## config.mk

```make
export PLATFORM = sky130hd
export DESIGN_NAME = sha256_msg_schedule
export DESIGN_NICKNAME = d
export VERILOG_FILES = /design/src/rtl/sha256_msg_schedule.sv
export SDC_FILE = /design/constraint.sdc
export NUM_CORES = 2
export LEC_CHECK = 0
export CAP_MARGIN = 25
export CORE_MARGIN = 5
export CORE_UTILIZATION = 50
export DETAILED_ROUTE_END_ITERATION = 8
export PLACE_DENSITY = 0.65
export SYNTH_ARGS = -nofsm -noshare
export SYNTH_HDL_FRONTEND = slang
export SYNTH_SLANG_ARGS = --single-unit
```

## constraint.sdc

```tcl
create_clock -name clk -period 50.2 [get_ports clk]
set_input_delay 10.04 -clock clk [delete_from_list [all_inputs] [get_ports clk]]
set_output_delay 10.04 -clock clk [all_outputs]
set_load 0.02 [all_outputs]
```

## src/rtl/sha256_msg_schedule.sv

```systemverilog
// SHA-256 message-schedule generator: loads one 512-bit block as 16
// big-endian words, then streams W0..W(ROUNDS-1) to the round engine,
// expanding in place inside a 16-word sliding window.
//
// state  | meaning
// IDLE   | waiting for M0, in_ready high
// LOAD   | accepting M1..M15 into the window
// EXPAND | presenting W(out_cnt) = win[0], shifting on each handshake
module sha256_msg_schedule #(
  parameter int ROUNDS = 64
) (
  input  logic        clk,
  input  logic        rst,
  input  logic        in_valid,
  output logic        in_ready,
  input  logic [31:0] in_word,
  output logic        out_valid,
  input  logic        out_ready,
  output logic [31:0] out_w,
  output logic [5:0]  out_idx,
  output logic        busy,
  output logic        done
);

  typedef enum logic [1:0] {IDLE, LOAD, EXPAND} state_t;

  localparam logic [5:0] LAST_IDX = 6'(ROUNDS - 1);

  state_t      state;
  logic [31:0] win [16];
  logic [3:0]  load_cnt;
  logic [5:0]  out_cnt;
  logic [31:0] next_w;
  logic        in_hs;
  logic        out_hs;

  function automatic logic [31:0] sigma0(input logic [31:0] x);
    return {x[6:0], x[31:7]} ^ {x[17:0], x[31:18]} ^ (x >> 3);
  endfunction

  function automatic logic [31:0] sigma1(input logic [31:0] x);
    return {x[16:0], x[31:17]} ^ {x[18:0], x[31:19]} ^ (x >> 10);
  endfunction

  // win[k] holds W(out_cnt+k), so this is W(out_cnt+16)
  assign next_w = sigma1(win[14]) + win[9] + sigma0(win[1]) + win[0];

  assign in_hs   = in_valid & in_ready;
  assign out_hs  = out_valid & out_ready;
  assign out_w   = win[0];
  assign out_idx = out_cnt;

  // Control FSM, window storage and registered handshake/status outputs
  always_ff @(posedge clk or posedge rst) begin
    if (rst) begin
      state     <= IDLE;
      load_cnt  <= '0;
      out_cnt   <= '0;
      in_ready  <= 1'b1;
      out_valid <= 1'b0;
      busy      <= 1'b0;
      done      <= 1'b0;
      for (int i = 0; i < 16; i++) win[i] <= '0;
    end else begin
      done <= 1'b0;
      case (state)
        IDLE: begin
          if (in_hs) begin
            win[0]   <= in_word;
            load_cnt <= 4'd1;
            busy     <= 1'b1;
            state    <= LOAD;
          end
        end
        LOAD: begin
          if (in_hs) begin
            win[load_cnt] <= in_word;
            load_cnt      <= load_cnt + 4'd1;
            if (load_cnt == 4'd15) begin
              out_cnt   <= '0;
              in_ready  <= 1'b0;
              out_valid <= 1'b1;
              state     <= EXPAND;
            end
          end
        end
        EXPAND: begin
          if (out_hs) begin
            for (int i = 0; i < 15; i++) win[i] <= win[i+1];
            win[15] <= next_w;
            out_cnt <= out_cnt + 6'd1;
            if (out_cnt == LAST_IDX) begin
              in_ready  <= 1'b1;
              out_valid <= 1'b0;
              busy      <= 1'b0;
              done      <= 1'b1;
              state     <= IDLE;
            end
          end
        end
        default: state <= IDLE;
      endcase
    end
  end

endmodule

```

Word-level counts from Yosys, hierarchy flattened
Cells that the tools add are included.

word-level totals
  logic and storage cells = 95
  flip-flop bits (word level) = 528
  input port bits = 36
  output and inout port bits = 42

cells by class
  reductions and logical operators = 13
  add/sub/neg operators = 5
  $lt $le $gt $ge = 2
  mux-type cells = 36
  eq/ne operators = 9
  bitwise logic cells = 7

operators by type and width
  kind                                                           count
  512-bit 2-to-1 mux                                             2
  480-bit one-hot mux with 2 select lines                        1
  512-bit bitwise mux                                            1
  32-bit demux with 4-bit select                                 1
  32-bit adder                                                   3
  32-bit one-hot mux with 3 select lines                         1
  32-bit 2-to-1 mux                                              2
  32-bit XOR                                                     2
  32-bit by 22-bit XOR with 32-bit output                        1
  32-bit by 29-bit XOR with 32-bit output                        1
  6-bit 2-to-1 mux                                               3
  1-bit 2-to-1 mux                                               12
  6-bit one-hot mux with 2 select lines                          1
  4-bit AND reduction                                            3
  2-bit 2-to-1 mux                                               5
  2-bit != test, second input constant                           5
  5-bit AND reduction                                            2
  4-bit 2-to-1 mux                                               2
  4-bit one-hot mux with 2 select lines                          1
  6-bit by 1-bit adder with 6-bit output, second input constant  1
  6-bit == test, second input constant                           1
  1-bit one-hot mux with 2 select lines                          3
  2-bit one-hot mux with 3 select lines                          1
  3-bit AND reduction                                            2
  other kinds (12)                                               15

Logic depth before layout (Yosys ltp)
  depth after elaboration = 8
  depth in mapped cells = 15
  gate-level depth less buffers = 14

Worst setup path before layout
No wires, ideal clock.

  path type = input -> register
  start point = input in_valid
  end point = register win[193] (netlist bit)
  stages = 7
  setup time = 133 ps
  path buffers = 2
  path slack = 38,705 ps
  data required time = 50,067 ps
  data arrival time = 11,363 ps
  cell sequence = nand2_1 a211oi_2 buf_2 nand2_1 clkbuf_1 a211oi_1 a21oi_1

between the ends
  cells in the longest elaborated chain, start to end = 3

ends and longest elaborated chain
  what                                  RTL line  source
  start, declared                       14        input logic in_valid,
  1-bit bitwise AND                     48        assign in_hs = in_valid & in_ready;
  2-bit != test (no source line)        n/a
  3-bit AND reduction (no source line)  n/a
  end signal, assigned by index         77        win[load_cnt] <= in_word;
  end, declared                         30        logic [31:0] win [16];

Every way passes these cells.
A chain may end at the register's enable or synchronous reset.

Final worst setup path
  start point = input in_valid
  end point = register win[19] (netlist bit)

Same word-level chain as after synthesis.

==> qor.yml <==
min_period_over_period: 0.2568
fillers: 5091
ff_latch_area_um2: 13210
arrival_ns: 13.46
routedWlPerCell_um: 25.34
drt_wl_total_um: 94750
path_cells: "clkdlybuf4s50_1 > nand2_1 > a211o_4 > buf_4 > nor2_4 > buf_4 > nand3_1 > nand3_1"
cts_hold_buf: 0
synth_area_per_cell_um2: 9.170
cts_buffers: 57
die_h_um: 247.9
crit_path_max_fanout: 71
hp-class: "reg2reg"
ir_worst_vdd_mv: 0.02709
core_area_um2: 56170
yosysMostFrequentCell: "dfrtp_1"
synth_largest_area_cell: "dfrtp_1"
report.final.slew_viol_count: 0
start_util: 0.5037
synthCells: 3085
layout.nets: 3073
maxCapViolations: 0
power.leakage_nw: 13.57
yosysTopAreaCellShare: 0.4661
status: "finished clean"
drtIter0Drc: 2683
synthFlopType: "dfrtp_1"
slowest_stage: "buf_4"
vias: 23490
cts_sinks: 528
cp-end-kind: "register"
portBuffers: 77
cts_max_path_buffers: 3
cp_num_buf_inv: 3
finClkSkew_ns: 0.02273
setup_viol: 0
die_x_um: 247.9
routabilityCongestion: 0.9891
async_flop_share: 1.000
ys_types: 68
path_clk_slew_ns: 0.06
io_pins: 78
max_slew_margin: 0.2567
die_area_um2: 61440
cpPeakStageDelay_ns: 0.65
required_ns: 50.76
setup_tns_ns: 0
syn_nets: 3223
grt_overflow: 0
ys_top_cells_by_area: "dfrtp_1, a22oi_1, o21ai_0"
worst_pin_slew_ns: 1.113
area_growth_pct: 10.31
p_total_w: 0.0009288
clkLatencyLatePin_ns: 0.64
layout-drive-gt1-share: 0.06034
hold_viol: 0
grt_antenna_before_repair: 4
grt_usage: 0.3083
cts-root-buf: "clkbuf_16"
whs_ns: 0.4760
htreeDepth: 2
netlist_area_um2: 28290
fmax_ghz: 0.07756
place_ws_ns: 36.77
yosysWarnings: 0
grt_first_pass_wirelength_um: 145600
crit_family: "buffers and inverters"
num_antenna_cells: 0
grt_setup_unrepaired: "no"
fin_ws_ns: 37.31
multi_input_area_um2: 13240
startpoint_type: "input pin"
cts_setup_buffers: 0
placed_area_um2: 28990
ant_nets: 0
drc: 0
fin_area_um2: 31210
grt_pass1_vias: 22840
first_pass_iters: 6
synth_common_cells: "dfrtp_1, o21ai_0, nand2_1"
worst-setup-path-type: "in2reg"
hpwl_um: 64170
synth-edff-count: 0
seq_area_frac_synth: 0.4671
ys_ff_latch: 528
period_needed_ns: 12.89
post_cts_resized: 0
pwr_density_cell_nw_per_um2: 29.76
num_rows: 87
cts_tree: "yes"
grt_max_degree: 139
via_per_inst: 6.283
-- worst min-delay path, stage by stage, from the launching register on --
cell and delay (ns):
dfrtp_1 0.34, nand2_1 0.04, o21ai_0 0.06
-- cell families after synthesis --
family / share of synthesized area
buffers and inverters: 0.06784
flip-flops: 0.4671
AND/OR/NAND/NOR: 0.08217
XOR/XNOR: 0.04334
AO/OA/AOI/OAI: 0.2752
adder cells (fa/ha/maj): 0.06156
multiplexers: 0.002831
-- per-stage QoR --
step	utilization	std cells
final	0.5556	3739
after global routing	0.5556	3739
after CTS	0.5540	3735
after detailed placement	0.5162	3628
after global placement	0.5162	3628
after floorplan	-	3085
-- metal layers --
layer  part of all wire  up-vias  global-route usage
li1                   -    10530                   -
met5            0.00087        -                   0
met1               0.45    11790              0.4555
met4              0.029        7             0.08975
met2               0.45     1003              0.4641
met3              0.080      162             0.06203
-- registers in the layout, indices dropped and copies added (netlist names) --
name and flops:
busy 1, done 1, in_ready 1, load_cnt 4, out_idx 6, out_valid 1
out_w 32, state 2, win 480
-- where the power goes --
part           leakage, nW  switching (W)  internal [W]
clock                 1.04       0.000185      0.000291
combinational         5.32      0.0000200    0.00000699
sequential            7.21              0      0.000426
total                 13.6       0.000205      0.000724
-- placed cells by master (no fill, tap or decap), types with 10 or more instances in the layout --
cell / n
xor2_1: 54
fa_1: 62
a22oi_1: 378
o21ai_1: 33
nor2b_1: 36
xnor2_1: 86
nand2_1: 380
o21ai_0: 463
buf_4: 40
dfrtp_1: 527
clkbuf_8: 15
bufinv_16: 11
nand3_1: 19
clkdlybuf4s50_1: 77
inv_1: 132
ha_1: 39
nor2_1: 50
a21o_1: 12
and3_1: 10
clkbuf_1: 11
o22ai_1: 12
a211oi_1: 31
clkbuf_16: 58
a21oi_1: 314
-- path summary, 6_finish.rpt --
kind                                            from              endpoint  slack (ns)  depth (start not counted)
worst min-delay path            win[314]$_DFFE_PP0P_  win[314]$_DFFE_PP0P_        0.48                          2
max in group asynchronous                        rst  win[172]$_DFFE_PP0P_       38.03                          4
worst max register to register   win[50]$_DFFE_PP0P_   win[25]$_DFFE_PP0P_       45.41                         14
worst max-delay path                        in_valid   win[19]$_DFFE_PP0P_       37.31                          8
worst min register to register  win[314]$_DFFE_PP0P_  win[314]$_DFFE_PP0P_        0.48                          2
min in group asynchronous                        rst  win[279]$_DFFE_PP0P_        9.94                          2
-- area by class of cell --
type                       instances  area share
tap                              756     0.03031
multi-input combinational       2093      0.4242
clock buffer                      84     0.05444
inverter                         134     0.01636
sequential                       528      0.4234
timing repair buffer             121     0.03761
clock inverter                    23     0.01371
Note: power is estimated with default switching activity, not from simulation.
